File: src/rtl/accel_spi_responder.sv
// SPI mode-0 responder emulating the ADXL362 register interface (64-byte map).
// Define ACCEL_RSP_STATUS_EN for a sticky DATA_READY bit in STATUS; otherwise STATUS reads 8'h01.
module accel_spi_responder #(
  parameter logic [7:0] DEVID       = 8'hAD,
  parameter logic [7:0] PARTID      = 8'hF2,
  parameter int         SYNC_STAGES = 2
) (
  input  logic        clk,
  input  logic        rstn,
  input  logic        i_sclk,
  input  logic        i_cs_n,
  input  logic        i_mosi,
  output logic        o_miso,
  input  logic [11:0] i_xdata,
  input  logic [11:0] i_ydata,
  input  logic [11:0] i_zdata,
  input  logic [11:0] i_temp,
  input  logic        i_sample_valid,
  output logic        o_measure,
  output logic        o_busy
);

  typedef enum logic [2:0] {IDLE, CMD, ADDR, DATA_RD, DATA_WR, IGNORE} state_t;

  state_t state, state_nxt;

  logic [SYNC_STAGES-1:0] sclk_sync, cs_sync, mosi_sync;
  logic        sclk_d, cs_d;
  logic        sclk_s, cs_s, mosi_s;
  logic        sclk_rise, sclk_fall, cs_fall, cs_rise;
  logic [2:0]  bit_cnt;
  logic [6:0]  shift_in;
  logic [7:0]  byte_in;
  logic        byte_done;
  logic        rd_flag;
  logic [5:0]  addr;
  logic [5:0]  ld_addr;
  logic        ld_sh;
  logic [7:0]  sh;
  logic [7:0]  rd_data;
  logic [3:0]  rd_idx, wr_idx;
  logic        wr_hit;
  logic [11:0] xs, ys, zs, ts;
  logic [15:0][7:0] wr_regs;  // 0x1F..0x2E
  logic [7:0]  status;

  always_ff @(posedge clk or negedge rstn) begin
    if (!rstn) begin
      sclk_sync <= '0;
      cs_sync   <= '1;
      mosi_sync <= '0;
      sclk_d    <= 1'b0;
      cs_d      <= 1'b1;
    end else begin
      sclk_sync <= {sclk_sync[SYNC_STAGES-2:0], i_sclk};
      cs_sync   <= {cs_sync[SYNC_STAGES-2:0], i_cs_n};
      mosi_sync <= {mosi_sync[SYNC_STAGES-2:0], i_mosi};
      sclk_d    <= sclk_s;
      cs_d      <= cs_s;
    end
  end

  assign sclk_s    = sclk_sync[SYNC_STAGES-1];
  assign cs_s      = cs_sync[SYNC_STAGES-1];
  assign mosi_s    = mosi_sync[SYNC_STAGES-1];
  assign sclk_rise = sclk_s & ~sclk_d;
  assign sclk_fall = ~sclk_s & sclk_d;
  assign cs_fall   = ~cs_s & cs_d;
  assign cs_rise   = cs_s & ~cs_d;
  assign byte_in   = {shift_in, mosi_s};
  assign byte_done = sclk_rise && (bit_cnt == 3'd7);

  // The address byte is decoded the same edge it completes, so the first
  // read load takes the incoming byte rather than the addr register.
  assign ld_addr = (state == ADDR) ? byte_in[5:0] : addr;
  assign ld_sh   = byte_done && ((state == ADDR && rd_flag) || state == DATA_RD);
  assign rd_idx  = 4'(ld_addr - 6'h1F);
  assign wr_idx  = 4'(addr - 6'h1F);
  assign wr_hit  = (addr >= 6'h1F) && (addr <= 6'h2E);

  always_comb begin
    rd_data = 8'h00;
    case (ld_addr)
      6'h00: rd_data = DEVID;
      6'h01: rd_data = 8'h1D;
      6'h02: rd_data = PARTID;
      6'h03: rd_data = 8'h01;
      6'h08: rd_data = xs[11:4];
      6'h09: rd_data = ys[11:4];
      6'h0A: rd_data = zs[11:4];
      6'h0B: rd_data = status;
      6'h0E: rd_data = xs[7:0];
      6'h0F: rd_data = {{4{xs[11]}}, xs[11:8]};
      6'h10: rd_data = ys[7:0];
      6'h11: rd_data = {{4{ys[11]}}, ys[11:8]};
      6'h12: rd_data = zs[7:0];
      6'h13: rd_data = {{4{zs[11]}}, zs[11:8]};
      6'h14: rd_data = ts[7:0];
      6'h15: rd_data = {{4{ts[11]}}, ts[11:8]};
      default: if (ld_addr >= 6'h1F && ld_addr <= 6'h2E) rd_data = wr_regs[rd_idx];
    endcase
  end

`ifdef ACCEL_RSP_STATUS_EN
  logic data_ready;
  assign status = {7'b0, data_ready};

  always_ff @(posedge clk or negedge rstn) begin
    if (!rstn)                                 data_ready <= 1'b0;
    else if (i_sample_valid && o_measure)      data_ready <= 1'b1;
    else if (ld_sh && ld_addr == 6'h0E)        data_ready <= 1'b0;
  end
`else
  logic unused_sample_valid;
  assign status              = 8'h01;
  assign unused_sample_valid = i_sample_valid;
`endif

  always_ff @(posedge clk or negedge rstn) begin
    if (!rstn) state <= IDLE;
    else       state <= state_nxt;
  end

  always_comb begin
    state_nxt = state;
    if (cs_rise) state_nxt = IDLE;
    else begin
      case (state)
        IDLE:    if (cs_fall) state_nxt = CMD;
        CMD:     if (byte_done)
                   state_nxt = (byte_in == 8'h0B || byte_in == 8'h0A) ? ADDR : IGNORE;
        ADDR:    if (byte_done) state_nxt = rd_flag ? DATA_RD : DATA_WR;
        default: state_nxt = state;
      endcase
    end
  end

  always_ff @(posedge clk or negedge rstn) begin
    if (!rstn) begin
      bit_cnt   <= '0;
      shift_in  <= '0;
      rd_flag   <= 1'b0;
      addr      <= '0;
      sh        <= '0;
      o_miso    <= 1'b0;
      o_busy    <= 1'b0;
      o_measure <= 1'b0;
      xs        <= '0;
      ys        <= '0;
      zs        <= '0;
      ts        <= '0;
      wr_regs   <= '0;
    end else begin
      o_measure <= (wr_regs[14][1:0] == 2'b10);  // POWER_CTL at 0x2D
      if (cs_rise) begin
        bit_cnt <= '0;
        o_miso  <= 1'b0;
        o_busy  <= 1'b0;
      end else begin
        if (state == IDLE && cs_fall) begin
          o_busy  <= 1'b1;
          bit_cnt <= '0;
          xs      <= i_xdata;
          ys      <= i_ydata;
          zs      <= i_zdata;
          ts      <= i_temp;
        end
        if (state != IDLE && sclk_rise) begin
          bit_cnt  <= bit_cnt + 3'd1;
          shift_in <= byte_in[6:0];
        end
        if (state == CMD && byte_done) rd_flag <= (byte_in == 8'h0B);
        if (state == ADDR && byte_done) addr <= byte_in[5:0];
        if (ld_sh) begin
          sh   <= rd_data;
          addr <= ld_addr + 6'd1;
        end
        if (state == DATA_WR && byte_done) begin
          if (wr_hit) begin
            if (addr == 6'h1F && byte_in == 8'h52) begin
              for (int i = 1; i < 16; i++) wr_regs[i] <= 8'h00;
            end else begin
              wr_regs[wr_idx] <= byte_in;
            end
          end
          addr <= addr + 6'd1;
        end
        if (state == DATA_RD && sclk_fall) begin
          o_miso <= sh[7];
          sh     <= {sh[6:0], 1'b0};
        end
        if (state == IGNORE) o_miso <= 1'b0;
      end
    end
  end

endmodule

File: config.mk
export PLATFORM = sky130hd
export DESIGN_NAME = accel_spi_responder
export DESIGN_NICKNAME = d
export VERILOG_FILES = /design/src/rtl/accel_spi_responder.sv
export SDC_FILE = /design/constraint.sdc
export NUM_CORES = 1
export LEC_CHECK = 0
export CELL_PAD_IN_SITES_DETAIL_PLACEMENT = 2
export CELL_PAD_IN_SITES_GLOBAL_PLACEMENT = 2
export CORE_ASPECT_RATIO = 1.2
export CORE_MARGIN = 2
export CORE_UTILIZATION = 42
export DETAILED_ROUTE_END_ITERATION = 16
export DONT_BUFFER_PORTS = 1
export PLACE_DENSITY = 0.75
export RECOVER_POWER = 100
export SYNTH_ARGS = -nofsm -noshare
export SYNTH_HDL_FRONTEND = slang
export SYNTH_SLANG_ARGS = --single-unit
File: constraint.sdc
create_clock -name clk -period 5.4 [get_ports clk]
set_clock_uncertainty 0.2 [all_clocks]
set_input_delay 1.08 -clock clk [delete_from_list [all_inputs] [get_ports clk]]
set_output_delay 1.08 -clock clk [all_outputs]
set_load 0.01 [all_outputs]
Word-level counts from Yosys, hierarchy flattened:

Index checks and enable logic that the tools add are counted.
W data, S select, Z words.

* bits in registers: 215
* bits of input ports: 54
* word-level logic and storage cells: 147
* output and inout port bits: 3

* bitwise operators: 10
* multiplexer cells: 29
* equality and inequality tests: 29
* reductions and logical operators: 33
* order comparisons: 7
* add/sub/neg operators: 5

Operators by type and width (count)
* $bwmux W128: 1
* $mux W120: 1
* $pmux W8 S15: 1
* $eq A6 B5 Y1 const B: 7
* $mux W8: 5
* $eq A6 B4 Y1 const B: 6
* $bmux W8 S4: 1
* $demux W8 S4: 1
* $mux W3: 9
* $mux W6: 4
* $eq A8 B4 Y1 const B: 2
* $logic_and A1 B1 Y1: 13
* $add A6 B1 Y6 const B: 2
* $eq A6 B2 Y1 const B: 2
* $ge A6 B5 Y1 const B: 2
* $le A6 B6 Y1 const B: 2
* $reduce_bool A3 Y1: 4
* $lt A4 B5 Y1 const B: 2
* $reduce_and A2 Y1: 5
* $eq A3 B3 Y1 const B: 3
* $ne A3 B3 Y1 const B: 3
* $pmux W3 S3: 1
* $eq A8 B7 Y1 const B: 1
* $reduce_and A4 Y1: 2
* other kinds (17): 33

Logic depth before layout (Yosys ltp):

Gate-level depths: netlist of the first run.

* depth in word-level cells: 9
* mapped depth: 16
* depth with buffers taken out: 12

Worst setup path after synthesis of the first run:

Ideal clock, no wire load.

* kind: register -> register
* start point: reg state[0]
* end point: reg sh[1]
* slack: 1.619 ns
* data arrival time: 3.449 ns
* setup time: 0.133 ns
* clock period less this slack: 3.781 ns
* stages on the path, launching flop included: 16
* buffers on the path: 6
* required time: 5.067 ns
* cells stage by stage: dfrtp_1 buf_6 nor3b_4 mux2_4 buf_6 buf_2 clkbuf_1 ha_1 buf_2 inv_1 xnor2_2 buf_2 a21oi_1 a311o_1 a311oi_1 a31oi_1

* longest elaborated chain between the ends: 9
* elaborated cells on any way between the ends: 36
* classes of those cells: add/sub: 1; order compare: 2; eq/ne: 17; mux: 7; reduce/logical: 9

RTL lines
* start, declared: RTL line 25 `state_t state, state_nxt;`
* start signal, assigned: RTL line 121 `else state <= state_nxt;`
* $eq A3 B2 Y1: RTL line 75, 76
* $mux W6: RTL line 75 `assign ld_addr = (state == ADDR) ? byte_in[5:0] : addr;`
* $sub A4 B4 Y4: RTL line 77 `assign rd_idx = 4'(ld_addr - 6'h1F);`
* $bmux W8 S4: RTL line 100 `default: if (ld_addr >= 6'h1F && ld_addr <= 6'h2E) rd_data = wr_regs[rd_idx];`
* $mux W8 (not written as such): RTL line 100
* $mux W8: RTL line 100
* $pmux W8 S15: RTL line 83 `case (ld_addr)`
* $mux W8: RTL line 174 `if (ld_sh) begin`
* $mux W8: RTL line 188 `if (state == DATA_RD && sclk_fall) begin`
* end signal, assigned: RTL line 175 `sh <= rd_data;`
* end signal, assigned: RTL line 190 `sh <= {sh[6:0], 1'b0};`
* end, declared: RTL line 39 `logic [7:0] sh;`

Several ways; a longest one is shown, not always the timed one. The select of a mux whose other input is x is not followed.
A chain may end at the register's enable or synchronous reset.

Worst setup path in the final report of the first run:

* start point: reg state[1]
* end point: reg sh[0]

The elaborated chain is that of the path after synthesis.

==> results.md, run 1 <==
- The flow ran to the end, but the final reports show violations.
- The checks that failed: max-capacitance violations, max-slew violations.
- The end-of-flow core utilization is 0.467.
- STA puts the critical path data arrival time at 4.66 ns.
- The CTS root buffer is clkbuf_16.
- For this design, the CTS-stage hold fixing added 0 buffers.
- The number of nets handed over by synthesis was 1129.
- The number of design-rule violations left by the first detailed-router iteration is 545.
- Total power for the finished layout comes to 4420 uW.
- Of the cells placed in the final design, the portion with a size suffix greater than 1 is 0.150.
- In this run the number of H-tree levels came out at 1.
- The setup slack after placement is 1.51 ns.
- The headroom to the max-slew limit is -0.688.
- The worst-case IR drop observed on VDD is 222 uV.
- The worst reg-to-reg setup slack is 0.91 ns.
- The later-pin clock latency in the skew report is 0.53 ns.
- Entering global routing, the biggest net connects 216 pins.
- The reg-to-reg endpoint is sh[0]$_DFFE_PN0P_.
- The data required time at the worst endpoint is 5.57 ns.
- The number of buffers on the longest clock path is 3.
- The number of gates resized after cts is 0.
- The via count of the routed design is roughly 8600.
- The reg-to-reg critical path startpoint is state[1]$_DFFE_PN0P_.
- The highest layer touched by signal routing is met4.
- In the routed design, unresolved DRC markers number 0.
- The wire length on met3 is 1440 um.
- TritonCTS built the clock tree.
- Summed over all layers, the global routing overflow is 0.
- The largest single stage delay on the critical path is between 0.7 and 0.8 ns.
- The final number of hold-violating endpoints was 0.
- Once detail routing completed, the nets flagged for antenna violations numbered 0.
- Buffers placed on the I/O ports in this run total 0.
- The number of instances in the synthesized netlist is 1063.
- The share of the clock period used by the worst path is 0.831.
- The area enclosed by the die boundary is 27300 um2.
- The sum of routed wire segments on met1 is 16200 um.
- The fraction of synthesis flops using an asynchronous set or reset pin is 1.00.
- The floorplan step defined a core boundary enclosing ~26000 um2.
- The total number of yosys warnings is 0.
- The growth of design area from synthesis to finish is 9.21%.
- In this run the post-CTS setup repair buffer count came out at 0.
- The number of flops mapped to enable cells by yosys is 0.
- For this configuration, the core starts out at a cell density of 0.427.
- The detailed placer's ending HPWL is 25300 um.
- Clock-pin slew was measured on the worst setup and hold paths at 0.07 ns.
- The category of the worst setup path capture point is a flop.
- The type of the worst min-delay path is input pin to async pin.
- Broken down by cell family, the worst path's largest delay share belongs to buffers and inverters.
- The slack of the critical path is 0.911 ns.
- In this run the horizontal extent of the chip is 151 um.
- After detailed routing, the total wire length is 37600 um.
- Setup repair after global routing left no endpoint under its margin.
- At the end of the flow, the number of nets in the layout was 1101.
- In this run, synthesis produced a sequential element count of 215.
- The largest fanout on the critical path is 18.
- The worst setup path category is flop to flop.
- The number of antenna violations at the first check in global routing is 1.
- The main flop type after synthesis is dfrtp_1.
- The via count of the first global-routing pass was about 9600.
- The sum of met2 wire segment lengths after detailed routing is 18800 um.
- Static timing analysis puts the maximum clock frequency at 223 MHz.
- The routed via count divided by cell count is 6.24.
- The total CTS buffers is 24.
- The cell that appears most often on the critical path is buf_4.
- The unique cell type count in the Yosys netlist is 73.
- The total buffers and inverters traversed by the critical path is 4.
- The final critical delay including setup and external delays is 4.49 ns.
- For this design the ratio of total power to cell area is 371 nW/um2.
- The transition at the pin with the smallest max-transition slack is 2.53 ns.
- Yosys attributes the largest share of cell area to dfrtp_1 (49%), mux2_2 (7.6%), nand2_1 (6.4%), o21ai_0 (4.6%), a22o_1 (3.7%).
- Of the synthesized area, sequential elements account for 0.493.
- In this run the count of I/O pins placed on the die edge is 57.
- The count of maximum capacitance violations is 1.
- The cell area that synthesis handed to floorplanning was 10900 um2.
- The first global-routing pass estimated around 59000 um of wire.
- The total negative slack is 0 ns.
- Summed over all instances, the cell type with the most area after synthesis is dfrtp_1.
- The number of sinks driven by the clock tree is 215.
- The chip height is 181 um.
- The global-route total usage across every layer is 0.283.
- In the final routed layout, each cell accounts on average for 27.2 um.
- The pre-antenna-repair detailed-routing pass consisted of 5 iterations.
- The reported leakage power is approximately 0.0049 uW.
- Of the post-synthesis cell area, the dominant cell type holds 0.486.
- The final max-slew violation count came to 49.
- In this run the core area contains 64 standard-cell rows.
- The mean area per synthesized cell is 10.3 um2.
- The number of cells on the worst reg-to-reg path is 13.
- Walking the worst path, the cells encountered are nor3b_1, clkbuf_1, nor2_1, a21oi_1, inv_1, ha_1, buf_4, xnor2_4, buf_4, a311oi_2, o21ai_0, and3_1, o32ai_1.
- Setup violations remaining at the end of the flow were counted as 0.
- For this design, the slowest cell found on the critical path is clkbuf_1.
- The final weighted congestion in routability-driven placement is 0.804.
- The worst setup path is launched from a flop.
-- placed cells by master, fill, tap and decap left out, types with 9 or more instances in the layout --
cell,netlist,final
a21oi_1,40,40
a22o_1,46,46
and3_1,15,15
buf_4,1,16
clkbuf_1,53,12
clkbuf_16,0,25
dfrtp_1,212,212
ha_1,12,12
inv_1,13,13
mux2_2,74,72
mux2i_1,19,19
mux4_2,15,15
nand2_1,186,186
nand2b_1,12,12
nand3_1,17,17
nand4_1,9,9
nor2_1,42,41
nor3_1,17,16
o21ai_0,101,106
-- worst register-to-register path: stages, from the launching register on --
cell and delay, ns:
dfrtp_1 0.51, nor3b_1 0.25, clkbuf_1 0.73, nor2_1 0.10, a21oi_1 0.21, inv_1 0.10, ha_1 0.24, buf_4 0.20
xnor2_4 0.57, buf_4 0.31, a311oi_2 0.06, o21ai_0 0.51, and3_1 0.27, o32ai_1 0.09
-- cells in the mapped netlist, drive strengths merged (8+ instances only) --
library cell,n
a311oi,9
nor4,8
nand2b,12
nand4,9
inv,14
dfrtp,212
o21ai,106
mux2,75
and3,15
nor2,42
a211oi,9
a22o,46
clkbuf,53
a21oi,40
mux4,15
buf,21
nor3,17
nand2,186
nand3,17
mux2i,20
a31oi,8
ha,12
-- cells by family (layout without fill, tap and decap cells) --
logic type | count (synthesis) | count (layout) | synth area share
AOI/OAI and AO/OA | 277 | 277 | 0.169
xor gates and xnor gates | 9 | 9 | 0.00963
DFF | 215 | 215 | 0.493
and+or+nand+nor | 352 | 352 | 0.152
buffers and inverters | 88 | 75 | 0.0343
adders and majority gates | 12 | 12 | 0.0138
other | 0 | 1 | 0
muxes | 110 | 110 | 0.128
-- report_power, final --
part | internal [uW] | switching, uW | leakage, uW
Clock | 946 | 670 | 0.000369
Combinational | 322 | 317 | 0.00170
Sequential | 1850 | 315 | 0.00287
-- how the worst max path moves through the flow --
stage | cells after the start | endpoint | slack (ns) | start
finish | 13 | sh[0]$_DFFE_PN0P_ | 0.91 | state[1]$_DFFE_PN0P_
global route | 13 | sh[0]$_DFFE_PN0P_ | 0.68 | state[2]$_DFFE_PN0P_
CTS | 9 | sh[7]$_DFFE_PN0P_ | 1.49 | state[1]$_DFFE_PN0P_
detailed placement | 12 | sh[7]$_DFFE_PN0P_ | 1.51 | state[1]$_DFFE_PN0P_
global placement | 9 | sh[7]$_DFFE_PN0P_ | 1.56 | state[2]$_DFFE_PN0P_
floorplan | 15 | sh[1]$_DFFE_PN0P_ | 1.62 | state[0]$_DFFE_PN0P_
-- through the flow --
stage / cells / instance area [um2] / hold WS, ns
3_3_place_gp: 1339 / 11200 / 0.132
3_5_place_dp: 1339 / 11200 / 0.147
6_report: 1381 / 11900 / 0.0424
5_1_grt: 1381 / 11900 / 0.0351
2_1_floorplan: 1063 / 10900 / 0.131
4_1_cts: 1380 / 11900 / 0.0464
-- layer usage --
| metal | global-route usage | up-vias |
|---|---|---|
| met5 | 0 | - |
| met4 | 0.0856 | 0 |
| met3 | 0.0390 | 70 |
| met2 | 0.477 | 190 |
| met1 | 0.377 | 4541 |
| li1 | - | 3811 |
-- area by class of cell --
cell class / count / area, um2
timing repair buffer: 20 / 151
multi-input combinational: 760 / 5170
antenna: 1 / 2.50
clock buffer: 38 / 714
tap: 330 / 413
clock inverter: 3 / 40.0
sequential: 215 / 5380
fill: 2665 / 13600
inverter: 14 / 52.6
-- sequential cells by signal (all words and copies together), names as in the netlist, 2 cells and up --
name / flops
cs_sync: 2
wr_regs: 128
sh: 8
bit_cnt: 3
state: 3
shift_in: 7
sclk_sync: 2
zs: 12
addr: 6
mosi_sync: 2
xs: 12
ys: 12
ts: 12
(Power assumes the default switching activity.)
==> inputs of run 2 (changes only) <==
==> constraint.sdc (replaced) <==
create_clock -name clk -period 4.32 [get_ports clk]
set_clock_uncertainty 0.2 [all_clocks]
set_input_delay 0.864 -clock clk [delete_from_list [all_inputs] [get_ports clk]]
set_output_delay 0.864 -clock clk [all_outputs]
set_load 0.01 [all_outputs]
==> run 2 against run 1 <==
Effect of this change: first-iteration DRC count fell by 11%; non-clock buffer count rose by 6; final cell count rose by 0.80%; the flow finishes with violations (negative hold slack); register-to-register slack got worse by 0.58 ns; highest routed layer unchanged; critical endpoint is now wr_regs[47]$_DFFE_PN0P_; final area rose by 0.98%.
==> results.md, run 2 (synthesis gave the netlist of run 1 again) <==
- The flow ran to the end, but the final reports show violations.
- The checks that failed: negative hold slack.
- The via count of the first global-routing pass is 9432.
- The most common cell after layout, fill and taps aside is dfrtp_1.
- The final number of hold-violating endpoints was between 200 and 250.
- The worst hold path belongs to the class input pin to async pin.
- The final max-slew violation count came to 0.
- The number of rows in the core area is 64.
- Static timing analysis puts the maximum clock frequency at between 200 and 300 MHz.
- The core footprint is around 26000 um2.
- OpenSTA, run right after detailed placement, puts the worst setup slack at between 0.4 and 0.5 ns.
- The data required time at the worst endpoint is ~4.5 ns.
- The detail route stage leaves a number of antenna-violating nets equal to 0.
- For this design the static power due to leakage is 0.00501 uW.
- Clock tree synthesis found a total of 215 sinks.
- For this run, the share of the core covered by cells in the final layout is 0.471.
- Wires add up to 38000 um.
- The worst reg-to-reg setup slack is approximately 0.33 ns.
- The total power divided by cell area is 470 nW/um2.
- Across all hold checks on the routed design, the worst slack comes to -0.172 ns.
- The count of nets after finishing is 1107.
- The number of buffers on the longest clock path is 3.
- The largest single stage delay on the critical path is 0.83 ns.
- The routed via count divided by cell count is around 6.2.
- The worst setup path category is flop to flop.
- The overall overflow remaining after global route is 0.
- With fillers left out, the area of the finished cells amounts to 12000 um2.
- The startpoint class of the critical path is a flop.
- The slack of the critical path is 0.334 ns.
- The headroom to the max-slew limit is 0.236.
- CTS built an H-tree with a depth of 1.
- The CTS root buffer is clkbuf_16.
- The final route contains 8691 vias.
- The transition at the pin with the smallest max-transition slack is 1.15 ns.
- After the first detailed-routing iteration, the DRC count stood at 483.
- Counting cells, the worst reg-to-reg path comes to 7.
- TritonCTS built the clock tree.
- The slowest stage of the critical path belongs to the cell clkbuf_1.
- The cell total after placement is 1345.
- In the global route stage, overall resource usage came out at 0.284.
- Once detailed placement completed, the half-perimeter wirelength came to 25700 um.
- Of the available clock period, the critical path in the final layout requires 0.923.
- 57 I/O pins were placed.
- For the worst-skew pair, the clock arrives at the later sink with an insertion delay of 0.53 ns.
- The layout cell share with drive strength beyond 1 is 0.165.
- The number of gates resized after cts is 0.
- The reg-to-reg critical path startpoint is addr[0]$_DFFE_PN0P_.
- Walking the worst path, the cells encountered are inv_1, ha_1, o21ai_0, a211oi_2, clkbuf_1, nand2_1, o21ai_0.
- The number of flip-flops in the largest register is 128.
- In the final routed layout, each cell accounts on average for 27.3 um.
- Max-cap violations in this run came to 0.
- The final weighted congestion in routability-driven placement is 0.830.
- The die covers 27300 um2.
- The width of the chip is roughly 150 um.
- The count of placed standard cells in the final layout, fillers left out is 1392.
- The total CTS buffers is 24.
- The number of setup buffers added after CTS is 0.
- Compared with the post-synthesis result, the final layout area differs by 10.3%.
- The fill cell instance count of the final layout is 2651.
- The initial utilization of the core area, before any placement, comes to 0.427.
- The final setup violation count is 0.
- The number of antenna violations at the first check in global routing is 2.
- After detailed routing, the number of remaining DRC violations is 0.
- Entering global routing, the biggest net connects between 200 and 250 pins.
- The chip height is 181 um.
- Setup repair after global routing left no endpoint under its margin.
- Buffers placed on the I/O ports in this run total 0.
- The largest fanout on the critical path is 23.
- The most repeated library cell on the critical path is o21ai_0.
- VDD sags by at most 489 uV.
- The worst path in the final design needs a cycle of around 4.0 ns, including I/O delays and setup.
- In the final timing run, aggregate negative setup slack is 0 ns.
- The category of the worst setup path capture point is a flop.
- The data arrival time of the worst path is between 4 and 5 ns.
- Counting flops per register, the top entry is wr_regs.
- After clock tree synthesis, the clock-pin slew on the worst setup and hold paths is around 0.06 ns.
- The total iterations of the first detailed-routing run is 5.
- In this run the critical register-to-register path is captured at wr_regs[47]$_DFFE_PN0P_.
- In the layout the commonest cells are dfrtp_1 (212), nand2_1 (186), o21ai_0 (104).
- Summing all placed instances gives a cell area of 11200 um2.
- The first-pass GRT wire length is 58600 um.
## run 2: worst max path at each step
stage | start | end | slack, ns | cells after the start
finish | addr[0]$_DFFE_PN0P_ | wr_regs[47]$_DFFE_PN0P_ | 0.33 | 7
floorplan | state[0]$_DFFE_PN0P_ | sh[1]$_DFFE_PN0P_ | 0.54 | 15
detailed placement | state[1]$_DFFE_PN0P_ | sh[0]$_DFFE_PN0P_ | 0.50 | 12
global placement | state[1]$_DFFE_PN0P_ | sh[7]$_DFFE_PN0P_ | 0.59 | 13
global route | addr[0]$_DFFE_PN0P_ | wr_regs[42]$_DFFE_PN0P_ | 0.12 | 7
CTS | state[2]$_DFFE_PN0P_ | sh[1]$_DFFE_PN0P_ | 0.39 | 13
## run 2: routing by layer
layer,global-route usage,part of all wire,wire length [um]
met4,0.120,0.041,1550
met5,0,0,0
met2,0.477,0.51,19200
met1,0.363,0.41,15600
met3,0.0397,0.042,1580
## run 2: power breakdown
part           switching [uW]  total, uW  internal, uW  leakage (uW)
sequential                334       2650          2310       0.00287
combinational             484        896           412       0.00173
clock                     843       2120          1280      0.000408
## run 2: cell type report
type                    count  area (um2)  share of cell area
clock buffers              35         723              0.0601
clock inverters             9        97.6             0.00810
well taps                 330         413              0.0343
repair buffers             26         185              0.0154
inverters                  14        52.6             0.00436
multi-input cells         760        5180               0.430
flip-flops and latches    215        5380               0.447
diodes                      3        7.51            0.000623
## run 2: critical path, delay by kind of cell, from the launching register on
kind / cells / cell delay (ns)
compound gates: 3 / 0.89
flops: 1 / 0.59
simple gates: 1 / 0.65
fa+ha+maj: 1 / 0.46
buf+inv: 2 / 1.05
## run 2: stage by stage
stage / power [uW] / hold WS [ns]
3_5_place_dp: 3560 / 0.136
5_1_grt: 5910 / -0.191
3_3_place_gp: 3500 / 0.132
6_report: 5660 / -0.172
4_1_cts: 5710 / -0.187
2_1_floorplan: 3180 / 0.131
